File: src/rtl/multicycle_ctrl_pkg.sv
// Shared definitions for the multi-cycle MIPS sequencer: opcodes, functs,
// state encoding, datapath select codes and the registered control word.
package multicycle_ctrl_pkg;

  typedef enum logic [3:0] {
    S_IDLE     = 4'd0,
    S_FETCH    = 4'd1,
    S_DECODE   = 4'd2,
    S_EXEC_R   = 4'd3,
    S_WB_R     = 4'd4,
    S_EXEC_I   = 4'd5,
    S_WB_I     = 4'd6,
    S_MEM_ADDR = 4'd7,
    S_MEM_RD   = 4'd8,
    S_MEM_WR   = 4'd9,
    S_WB_MEM   = 4'd10,
    S_BRANCH   = 4'd11,
    S_JUMP     = 4'd12,
    S_EXCEPT   = 4'd13,
    S_LOAD     = 4'd14
  } state_t;

  localparam logic [5:0] OP_RTYPE = 6'b000000;
  localparam logic [5:0] OP_LW    = 6'b100011;
  localparam logic [5:0] OP_SW    = 6'b101011;
  localparam logic [5:0] OP_BEQ   = 6'b000100;
  localparam logic [5:0] OP_J     = 6'b000010;
  localparam logic [5:0] OP_ADDI  = 6'b001000;

  localparam logic [5:0] FN_ADD = 6'h20;
  localparam logic [5:0] FN_SUB = 6'h22;
  localparam logic [5:0] FN_AND = 6'h24;
  localparam logic [5:0] FN_OR  = 6'h25;
  localparam logic [5:0] FN_SLT = 6'h2A;

  localparam logic [1:0] ALU_ADD  = 2'b00;
  localparam logic [1:0] ALU_SUB  = 2'b01;
  localparam logic [1:0] ALU_FUNC = 2'b10;

  localparam logic [1:0] PC_ALU = 2'b00;
  localparam logic [1:0] PC_BR  = 2'b01;
  localparam logic [1:0] PC_JMP = 2'b10;
  localparam logic [1:0] PC_SYS = 2'b11;

  localparam logic [1:0] SRCB_RT   = 2'b00;
  localparam logic [1:0] SRCB_4    = 2'b01;
  localparam logic [1:0] SRCB_IMM  = 2'b10;
  localparam logic [1:0] SRCB_IMM2 = 2'b11;

  typedef struct packed {
    logic       pc_write;
    logic       pc_write_beq;
    logic [1:0] pc_src;
    logic       ir_write;
    logic       i_or_d;
    logic       mem_read;
    logic       mem_write;
    logic       mem_to_reg;
    logic       reg_dst;
    logic       reg_write;
    logic       alu_src_a;
    logic [1:0] alu_src_b;
    logic [1:0] alu_op;
    logic       exception;
  } ctrl_t;

  // Moore control word for a state. The fetch-completion strobes
  // (IR load, PC+4 load) are added in the top, qualified by the handshake.
  function automatic ctrl_t ctrl_word(state_t s);
    ctrl_t c;
    c = '0;
    case (s)
      S_FETCH: begin
        c.mem_read  = 1'b1;
        c.alu_src_b = SRCB_4;
        c.alu_op    = ALU_ADD;
      end
      S_DECODE: c.alu_src_b = SRCB_IMM2;
      S_EXEC_R: begin
        c.alu_src_a = 1'b1;
        c.alu_src_b = SRCB_RT;
        c.alu_op    = ALU_FUNC;
      end
      S_WB_R: begin
        c.reg_dst   = 1'b1;
        c.reg_write = 1'b1;
      end
      S_EXEC_I, S_MEM_ADDR: begin
        c.alu_src_a = 1'b1;
        c.alu_src_b = SRCB_IMM;
        c.alu_op    = ALU_ADD;
      end
      S_WB_I: c.reg_write = 1'b1;
      S_MEM_RD: begin
        c.mem_read = 1'b1;
        c.i_or_d   = 1'b1;
      end
      S_MEM_WR: begin
        c.mem_write = 1'b1;
        c.i_or_d    = 1'b1;
      end
      S_WB_MEM: begin
        c.reg_write  = 1'b1;
        c.mem_to_reg = 1'b1;
      end
      S_BRANCH: begin
        c.alu_src_a    = 1'b1;
        c.alu_src_b    = SRCB_RT;
        c.alu_op       = ALU_SUB;
        c.pc_write_beq = 1'b1;
        c.pc_src       = PC_BR;
      end
      S_JUMP: begin
        c.pc_write = 1'b1;
        c.pc_src   = PC_JMP;
      end
      S_EXCEPT: c.exception = 1'b1;
      S_LOAD: begin
        c.pc_write = 1'b1;
        c.pc_src   = PC_SYS;
      end
      default: ;
    endcase
    return c;
  endfunction

endpackage

File: src/rtl/multicycle_ctrl_if.sv
// Controller <-> datapath bundle. master = sequencer, slave = datapath/debug side.
interface multicycle_ctrl_if #(
  parameter int CNT_W     = 16,
  parameter int EXC_CNT_W = 8
);
  logic                 SYS_load;
  logic [5:0]           opcode;
  logic [5:0]           func;
  logic                 alu_zero;
  logic                 mem_ready;
  logic                 pc_write;
  logic                 pc_write_beq;
  logic [1:0]           pc_src;
  logic                 ir_write;
  logic                 i_or_d;
  logic                 mem_read;
  logic                 mem_write;
  logic                 mem_to_reg;
  logic                 reg_dst;
  logic                 reg_write;
  logic                 alu_src_a;
  logic [1:0]           alu_src_b;
  logic [1:0]           alu_op;
  logic                 exception;
  logic [3:0]           state_q;
  logic [CNT_W-1:0]     instr_cnt;
  logic [EXC_CNT_W-1:0] exc_cnt;

  modport master (
    input  SYS_load, opcode, func, alu_zero, mem_ready,
    output pc_write, pc_write_beq, pc_src, ir_write, i_or_d, mem_read, mem_write,
           mem_to_reg, reg_dst, reg_write, alu_src_a, alu_src_b, alu_op,
           exception, state_q, instr_cnt, exc_cnt
  );

  modport slave (
    output SYS_load, opcode, func, alu_zero, mem_ready,
    input  pc_write, pc_write_beq, pc_src, ir_write, i_or_d, mem_read, mem_write,
           mem_to_reg, reg_dst, reg_write, alu_src_a, alu_src_b, alu_op,
           exception, state_q, instr_cnt, exc_cnt
  );
endinterface

File: src/rtl/multicycle_ctrl_decode.sv
// Instruction classifier used in DECODE: picks the next state from
// opcode/funct and flags anything the datapath cannot execute.
module multicycle_ctrl_decode
  import multicycle_ctrl_pkg::*;
(
  input  logic [5:0] opcode,
  input  logic [5:0] func,
  output state_t     next,
  output logic       illegal
);

  // Opcode table; an R-type with an unsupported funct is treated as illegal.
  always_comb begin
    next = S_EXCEPT;
    case (opcode)
      OP_RTYPE: if (func inside {FN_ADD, FN_SUB, FN_AND, FN_OR, FN_SLT}) next = S_EXEC_R;
      OP_LW, OP_SW: next = S_MEM_ADDR;
      OP_BEQ:  next = S_BRANCH;
      OP_J:    next = S_JUMP;
      OP_ADDI: next = S_EXEC_I;
      default: next = S_EXCEPT;
    endcase
    illegal = (next == S_EXCEPT);
  end

endmodule

File: src/rtl/multicycle_ctrl.sv
// Multi-cycle MIPS sequencer: state register, next-state logic, registered
// control word and the retired-instruction / exception counters.
module multicycle_ctrl
  import multicycle_ctrl_pkg::*;
#(
  parameter int CNT_W     = 16,
  parameter int EXC_CNT_W = 8
) (
  input logic               SYS_clk,
  input logic               SYS_reset,
  multicycle_ctrl_if.master bus
);

  state_t               state_q, state_d;
  state_t               dec_next;
  logic                 dec_illegal;
  logic                 known;
  ctrl_t                ctrl_q;
  logic                 fetch_done;
  logic                 retire;
  logic [CNT_W-1:0]     instr_cnt;
  logic [EXC_CNT_W-1:0] exc_cnt;

  multicycle_ctrl_decode u_decode (
    .opcode  (bus.opcode),
    .func    (bus.func),
    .next    (dec_next),
    .illegal (dec_illegal)
  );

  // Next state; a load request preempts everything except a write still in flight.
  always_comb begin
    state_d = S_IDLE;
    known   = 1'b1;
    case (state_q)
      S_IDLE:     state_d = S_FETCH;
      S_FETCH:    state_d = bus.mem_ready ? S_DECODE : S_FETCH;
      S_DECODE:   state_d = dec_illegal ? S_EXCEPT : dec_next;
      S_EXEC_R:   state_d = S_WB_R;
      S_EXEC_I:   state_d = S_WB_I;
      S_MEM_ADDR: state_d = (bus.opcode == OP_LW) ? S_MEM_RD : S_MEM_WR;
      S_MEM_RD:   state_d = bus.mem_ready ? S_WB_MEM : S_MEM_RD;
      S_MEM_WR:   state_d = bus.mem_ready ? S_FETCH : S_MEM_WR;
      S_WB_R, S_WB_I, S_WB_MEM, S_BRANCH, S_JUMP, S_EXCEPT, S_LOAD:
                  state_d = S_FETCH;
      default: begin
        state_d = S_IDLE;
        known   = 1'b0;
      end
    endcase
    if (known && bus.SYS_load && (state_q != S_MEM_WR || bus.mem_ready))
      state_d = S_LOAD;
  end

  // State and control word registered together so outputs never glitch.
  always_ff @(posedge SYS_clk or posedge SYS_reset) begin
    if (SYS_reset) begin
      state_q <= S_IDLE;
      ctrl_q  <= '0;
    end else begin
      state_q <= state_d;
      ctrl_q  <= ctrl_word(state_d);
    end
  end

  // IR and PC+4 load only on the fetch cycle the memory completes, unless a
  // simultaneous load request abandons the fetch.
  assign fetch_done = (state_q == S_FETCH) && bus.mem_ready && !bus.SYS_load;

  // An instruction retires on the edge leaving its final state.
  assign retire = (state_q inside {S_WB_R, S_WB_I, S_WB_MEM, S_BRANCH, S_JUMP}) ||
                  (state_q == S_MEM_WR && bus.mem_ready);

  // Retired count wraps; exception count sticks at all-ones.
  always_ff @(posedge SYS_clk or posedge SYS_reset) begin
    if (SYS_reset) begin
      instr_cnt <= '0;
      exc_cnt   <= '0;
    end else begin
      if (retire) instr_cnt <= instr_cnt + 1'b1;
      if (state_q == S_EXCEPT && exc_cnt != '1) exc_cnt <= exc_cnt + 1'b1;
    end
  end

  assign bus.pc_write     = ctrl_q.pc_write | fetch_done;
  assign bus.ir_write     = fetch_done;
  assign bus.pc_write_beq = ctrl_q.pc_write_beq;
  assign bus.pc_src       = ctrl_q.pc_src;
  assign bus.i_or_d       = ctrl_q.i_or_d;
  assign bus.mem_read     = ctrl_q.mem_read;
  assign bus.mem_write    = ctrl_q.mem_write;
  assign bus.mem_to_reg   = ctrl_q.mem_to_reg;
  assign bus.reg_dst      = ctrl_q.reg_dst;
  assign bus.reg_write    = ctrl_q.reg_write;
  assign bus.alu_src_a    = ctrl_q.alu_src_a;
  assign bus.alu_src_b    = ctrl_q.alu_src_b;
  assign bus.alu_op       = ctrl_q.alu_op;
  assign bus.exception    = ctrl_q.exception;
  assign bus.state_q      = state_q;
  assign bus.instr_cnt    = instr_cnt;
  assign bus.exc_cnt      = exc_cnt;

endmodule

File: src/flat_wrapper.sv
// flat-port wrapper written by rule: the top's interface ports become plain ports
module multicycle_ctrl_flat import multicycle_ctrl_pkg::*;
#(
  parameter int CNT_W     = 16,
  parameter int EXC_CNT_W = 8
)
  (SYS_clk, SYS_reset, bus_SYS_load, bus_opcode, bus_func, bus_alu_zero, bus_mem_ready, bus_pc_write, bus_pc_write_beq, bus_pc_src, bus_ir_write, bus_i_or_d, bus_mem_read, bus_mem_write, bus_mem_to_reg, bus_reg_dst, bus_reg_write, bus_alu_src_a, bus_alu_src_b, bus_alu_op, bus_exception, bus_state_q, bus_instr_cnt, bus_exc_cnt);
  multicycle_ctrl_if #(.CNT_W(CNT_W), .EXC_CNT_W(EXC_CNT_W)) bus_i ();
  input logic SYS_clk;
  input logic SYS_reset;
  input wire logic [$bits(bus_i.SYS_load)-1:0] bus_SYS_load;
  input wire logic [$bits(bus_i.opcode)-1:0] bus_opcode;
  input wire logic [$bits(bus_i.func)-1:0] bus_func;
  input wire logic [$bits(bus_i.alu_zero)-1:0] bus_alu_zero;
  input wire logic [$bits(bus_i.mem_ready)-1:0] bus_mem_ready;
  output wire logic [$bits(bus_i.pc_write)-1:0] bus_pc_write;
  output wire logic [$bits(bus_i.pc_write_beq)-1:0] bus_pc_write_beq;
  output wire logic [$bits(bus_i.pc_src)-1:0] bus_pc_src;
  output wire logic [$bits(bus_i.ir_write)-1:0] bus_ir_write;
  output wire logic [$bits(bus_i.i_or_d)-1:0] bus_i_or_d;
  output wire logic [$bits(bus_i.mem_read)-1:0] bus_mem_read;
  output wire logic [$bits(bus_i.mem_write)-1:0] bus_mem_write;
  output wire logic [$bits(bus_i.mem_to_reg)-1:0] bus_mem_to_reg;
  output wire logic [$bits(bus_i.reg_dst)-1:0] bus_reg_dst;
  output wire logic [$bits(bus_i.reg_write)-1:0] bus_reg_write;
  output wire logic [$bits(bus_i.alu_src_a)-1:0] bus_alu_src_a;
  output wire logic [$bits(bus_i.alu_src_b)-1:0] bus_alu_src_b;
  output wire logic [$bits(bus_i.alu_op)-1:0] bus_alu_op;
  output wire logic [$bits(bus_i.exception)-1:0] bus_exception;
  output wire logic [$bits(bus_i.state_q)-1:0] bus_state_q;
  output wire logic [$bits(bus_i.instr_cnt)-1:0] bus_instr_cnt;
  output wire logic [$bits(bus_i.exc_cnt)-1:0] bus_exc_cnt;
  assign bus_i.SYS_load = bus_SYS_load;
  assign bus_i.opcode = bus_opcode;
  assign bus_i.func = bus_func;
  assign bus_i.alu_zero = bus_alu_zero;
  assign bus_i.mem_ready = bus_mem_ready;
  assign bus_pc_write = bus_i.pc_write;
  assign bus_pc_write_beq = bus_i.pc_write_beq;
  assign bus_pc_src = bus_i.pc_src;
  assign bus_ir_write = bus_i.ir_write;
  assign bus_i_or_d = bus_i.i_or_d;
  assign bus_mem_read = bus_i.mem_read;
  assign bus_mem_write = bus_i.mem_write;
  assign bus_mem_to_reg = bus_i.mem_to_reg;
  assign bus_reg_dst = bus_i.reg_dst;
  assign bus_reg_write = bus_i.reg_write;
  assign bus_alu_src_a = bus_i.alu_src_a;
  assign bus_alu_src_b = bus_i.alu_src_b;
  assign bus_alu_op = bus_i.alu_op;
  assign bus_exception = bus_i.exception;
  assign bus_state_q = bus_i.state_q;
  assign bus_instr_cnt = bus_i.instr_cnt;
  assign bus_exc_cnt = bus_i.exc_cnt;
  multicycle_ctrl #(.CNT_W(CNT_W), .EXC_CNT_W(EXC_CNT_W)) u_core (.SYS_clk(SYS_clk), .SYS_reset(SYS_reset), .bus(bus_i));
endmodule
File: config.mk
export PLATFORM = sky130hd
export DESIGN_NAME = multicycle_ctrl_flat
export DESIGN_NICKNAME = d
export VERILOG_FILES = /design/src/rtl/multicycle_ctrl_pkg.sv /design/src/rtl/multicycle_ctrl_if.sv /design/src/rtl/multicycle_ctrl_decode.sv /design/src/rtl/multicycle_ctrl.sv /design/src/flat_wrapper.sv
export SDC_FILE = /design/constraint.sdc
export NUM_CORES = 1
export LEC_CHECK = 0
export BUFFER_PORTS_ARGS = -buffer_cell sky130_fd_sc_hd__buf_2
export CAP_MARGIN = 20
export CORE_MARGIN = 10
export CORE_UTILIZATION = 35
export DETAILED_ROUTE_END_ITERATION = 7
export PLACE_DENSITY = 0.63
export RECOVER_POWER = 100
export SLEW_MARGIN = 20
export SYNTH_ARGS = -nofsm -noshare
export SYNTH_HDL_FRONTEND = slang
export SYNTH_SLANG_ARGS = --single-unit
File: constraint.sdc
create_clock -name SYS_clk -period 2.7 [get_ports SYS_clk]
set_input_delay 0.405 -clock SYS_clk [delete_from_list [all_inputs] [get_ports SYS_clk]]
set_output_delay 0.405 -clock SYS_clk [all_outputs]
set_load 0.01 [all_outputs]
======== Word-level counts from Yosys, hierarchy flattened ========
Cells that the tools add are included.
word-level totals
  word-level logic and storage cells ...... 105
  bits in registers ....................... 44
  output and inout bits ................... 45
  input bits .............................. 17
cells by class
  multiplexer cells ....................... 23
  add/subtract/negate cells ............... 2
  reduce and logical (&&, ||, !) cells .... 22
  bitwise logic cells ..................... 1
  eq/ne operators ......................... 41
operators with widths
  cell                   count
  $eq 4x4->1 const B     15
  $eq 6x6->1 const B     7
  $eq 4x3->1 const B     8
  $pmux 4 s8             1
  $pmux 4 s5             1
  $add 16x1->16 const B  1
  $eq 4x2->1 const B     4
  $mux 4                 4
  $reduce_or 15->1       1
  $mux 1                 12
  $pmux 2 s3             2
  $reduce_bool 5->1      2
  $reduce_or 2->1        5
  $add 8x1->8 const B    1
  $eq 4x1->1 const B     2
  $ne 8x8->1 const B     1
  $reduce_or 8->1        1
  $eq 6x2->1 const B     1
  $eq 6x3->1 const B     1
  $eq 6x4->1 const B     1
  $logic_and 1x1->1      6
  $logic_not 6->1        1
  $logic_not 4->1        1
  $mux 2                 2
  other kinds (7)        8

======== Depth between registers and ports, before layout ========
  depth after elaboration ................. 11
  gate-level depth with buffers ........... 7

======== By module ========
Synthesis repeated with hierarchy kept, for this count alone.
second synthesis, totals
  cell total of the unflattened synthesis .. 216
  area total of the unflattened synthesis .. 2268.4 um^2
modules (own cells, without submodules)
  module                  cells each  area an instance (um^2)  instances
  multicycle_ctrl         194         2107.0                   1
  multicycle_ctrl_decode  22          161.4                    1

======== Least setup slack after synthesis ========
Ideal clock, no wire load.
  kind .................................... reg-to-output
  from .................................... register u_core.state_q[0] (netlist: u_core.bus.state_q[0])
  to ...................................... output port bus_pc_write
  slack ................................... 0.421 ns
  path buffers ............................ 1
  stages on the path, launching flop included .. 7
  arrival ................................. 1.874 ns
  cell sequence ........................... dfrtp_1 buf_2 nor2b_1 a211oi_1 nor4_1 o211ai_1 o31ai_1
between the ends
  longest elaborated chain between the ends .. 4
ends and longest elaborated chain
  what                            RTL line               text
  start: declaration              multicycle_ctrl.sv:14  state_t state_q, state_d;
  start signal: assignment        multicycle_ctrl.sv:61  state_q <= state_d;
  $eq 4x1->1                      multicycle_ctrl.sv:68  assign fetch_done = (state_q == S_FETCH) && bus.mem_ready && !bus.SYS_load;
  $logic_and 1x1->1 (2 in a row)  multicycle_ctrl.sv:68
  $or 1x1->1                      multicycle_ctrl.sv:85  assign bus.pc_write = ctrl_q.pc_write | fetch_done;
  end: declaration                flat_wrapper.sv:16     output wire logic [$bits(bus_i.pc_write)-1:0] bus_pc_write;
No other way between the ends.

======== Worst setup path after layout ========
Ends and elaborated chain as after synthesis.

==> reports/summary.txt <==
Average instance area after synthesis -> 10.7 µm²
Max Transition Viols Final -> 0
Critical Path End Type -> primary output
Sum of overflow across all layers after global routing -> 0
Biggest register -> u_core.bus.instr_cnt
Hold bufs inserted after CTS -> 0
Initial detailed-routing violation count -> 89
HPWL after DPL -> 4450 µm
Number of instances in the placed design -> 353
Number of standard cells in the layout, taps in and fillers out -> 374
Static leakage -> 0.00125 µW
I/O pin count -> 62
Peak supply drop -> 353 µV
Sw power -> 1280 µW
Netlist area before placement -> 0.00233 mm²
Via density -> 5.24
DRT Wirelength -> 6040 µm
Post-route cell area -> 0.00288 mm²
Number of global-route vias before repair -> 1962
Dominant register cell in the synthesized netlist -> dfrtp_1
Number of standard cells after synthesis -> 219
Number of flops mapped to enable cells by yosys -> 0
Total DRC errors in the routed layout -> 0
GRT Util Overall -> 11.1%
Time the final worst path needs with I/O delays and setup -> 2.66 ns
Initial standard-cell utilization of the core -> 36.4%
Sequential cell area -> 0.00110 mm²
Tightest Hold Check Type -> input port to asynchronous set/reset pin
Number of antenna violations at the first check in global routing -> 0
I/O Buffers -> 60
Power per cell area -> 1060 mW/mm²
Die width -> 102 µm
Sinks on the clock net -> 44
Area taken by multi-input logic gates -> 0.00113 mm²
Number of synthesis warnings -> 0
Maximum capacitance violations -> 0
Highest achievable clock rate -> 0.376 GHz
Type of the worst setup path -> flip-flop to primary output
Clock root buffer master -> clkbuf_8
Total nets after synthesis -> 238
Post-route antenna net violation count -> 0
Internal power consumption -> 1780 µW
Net count reported at finish -> 315
Worst slew margin relative to its limit -> 14.7%
Registers with the highest flip-flop counts -> u_core.bus.instr_cnt (16), u_core.bus.exc_cnt (8), u_core.bus.state_q (4)
Number of endpoints failing setup at the final stage -> 0
WL per Instance -> 16.2 µm
Maximum number of buffers from clock root to sink -> 2
TritonCTS clock tree -> built
Proportion of power drawn by combinational gates -> 49.3%
Final-layout fill cell count -> 666
Register bit count reported by yosys -> 44
Number of distinct library cells after synthesis -> 57
Proportion of register bits with asynchronous set or reset after synthesis -> 100%
Die Outline Area -> 0.0103 mm²
WP data required -> 2.30 ns
Critical Path AT -> 2.26 ns
Biggest fanout along the worst timing path -> 7
Site row count -> 29
Worst-Margin Slew -> 1.28 ns
N_diodes -> 0
Height of the chip -> 102 µm
Flip-flop count of the largest register after layout -> 16
Largest net degree at the start of global routing -> 25
Relative area change from synthesis to final layout -> 23.4%
First-pass DRT Iterations -> 4
Gp weighted congestion -> 0.846
Count of H-tree levels built during CTS -> 2
Run status -> completed
Sequential share of the synthesized area -> 47.2%
PnR worst setup slack -> 0.0399 ns
Worst hold margin -> 0.121 ns
Area after DPL -> 0.00271 mm²
Switching part of the total power -> 41.9%
Clock transition time at the flip-flop clock pins of the worst setup and hold paths -> 0.09 ns
Ratio of final minimum period to clock period -> 98.5%
Final worst clock skew -> 0.0109 ns
Share of final-layout standard cells stronger than drive strength 1 -> 24.2%
Reg power frac -> 34.3%
Startpoint Class -> flip-flop
Share of power burned in the clock network -> 16.5%
Total CTS buffers -> 5
Final hold violations -> 0
Setup Slack @ Placement -> 0.115 ns
Vias post-DR -> 1958
Later-pin clock latency in the skew report -> 0.30 ns
CORE AREA -> 0.00642 mm²
Global-route wire length before repair -> 9320 µm
[layout by cell type (no fill, tap or decap), types with 5 or more instances in the layout]
cell type and n:
clkbuf_8 5, and3_1 8, xor2_1 8, a21oi_1 10, nor2b_1 5, xnor2_1 15, nor2_1 9, clkbuf_1 42
nand3_1 10, inv_1 6, buf_2 21, nand2b_1 6, nor3_1 5, buf_4 19, nand2_1 11, dfrtp_1 41
[power by group through the flow]
stage	Sequential [µW]	Combinational [µW]	Clock [µW]
2_1_floorplan	1080	914	0
3_3_place_gp	1070	1340	0
3_5_place_dp	1080	1360	0
4_1_cts	1060	1450	514
5_1_grt	1080	1640	543
6_report	1050	1510	503
[final timing paths]
path,startpoint,slack [ns],cells after the start,to
worst min-delay path,SYS_reset,0.12,2,u_core.bus.alu_src_a
max in group asynchronous,SYS_reset,1.03,3,u_core.bus.exc_cnt[6]
worst max-delay path,u_core.bus.state_q[0],0.04,7,bus_pc_write
min in group SYS_clk,u_core.bus.instr_cnt[15],0.47,1,u_core.bus.instr_cnt[15]
worst min register to register,u_core.bus.instr_cnt[15],0.47,1,u_core.bus.instr_cnt[15]
worst max register to register,u_core.bus.state_q[2],0.48,5,u_core.bus.pc_src[0]
[what timing repair did]
| item | in CTS | in global routing |
|---|---|---|
| endpoints found under the setup margin | 2 | 2 |
| resized for setup | 5 | 5 |
| setup buffers | 5 | 8 |
| pin swaps | 2 | 2 |
[worst max-delay path, cell delays in order, from the launching register on]
cell	delay, ns
dfrtp_2	0.46
or4b_4	0.63
a31oi_4	0.21
nor4_4	0.08
o211ai_1	0.21
buf_4	0.17
o31ai_1	0.06
buf_2	0.15
[per-layer routing]
layer	global-route usage (%)	wire length (µm)	share of wire (%)
met5	0	0	0
met4	4.07	87	1.4
met3	3.68	476	7.9
met2	17.2	2660	44
met1	14.1	2820	47
[stage by stage]
step | TNS [ns] | util (%) | total power, µW
after floorplan | 0 | - | 2000
after global placement | 0 | 42.2 | 2410
after detailed placement | 0 | 42.2 | 2440
after CTS | 0 | 44.7 | 3030
after global routing | -0.00357 | 44.8 | 3270
final | 0 | 44.8 | 3060
[final cells by class]
class	instances	share of cell area [%]
multi-input combinational	154	39.3
sequential	44	38.4
timing repair buffer	82	14.1
tap	77	3.34
clock buffer	6	2.52
clock inverter	2	1.22
inverter	9	1.17
[cell families (layout without fill, tap and decap cells)]
kind of cell               after synthesis  in the layout  synth area share (%)
DFF                                     44             44                  47.2
xor gates and xnor gates                23             23                  8.63
AOI/OAI and AO/OA                       47             47                  15.6
muxes                                    3              3                  1.45
buffers and inverters                   21             99                  5.14
and+or+nand+nor                         79             79                  20.9
adders and majority gates                2              2                  1.07
[cell usage after synthesis, drive strengths merged (2+ instances only)]
cell    count  share of area, %
ha          2               1.1
mux2        3               1.4
o211ai      4               1.3
o32ai       3               1.1
dfrtp      44                47
nor3b       2              0.64
nand4       3              0.80
o22ai       2              0.80
o21a        2              0.70
nand3b      2              0.64
o31ai       2              0.64
buf        11               3.5
o21ai       5               1.1
a311oi      2               1.3
a31oi       3               1.4
nand2b      6               1.6
a211oi      4               1.3
a21oi      11               2.5
nor2        9               1.4
xnor2      15               5.6
nor3        7               2.2
nor4        3               1.1
nand3      10               2.1
and3        8               2.1
nand2      11               2.1
xor2        8               3.0
and2        4               1.1
and4        3               1.1
inv         9               1.4
nor2b       5               1.3
(Power assumes the default switching activity.)
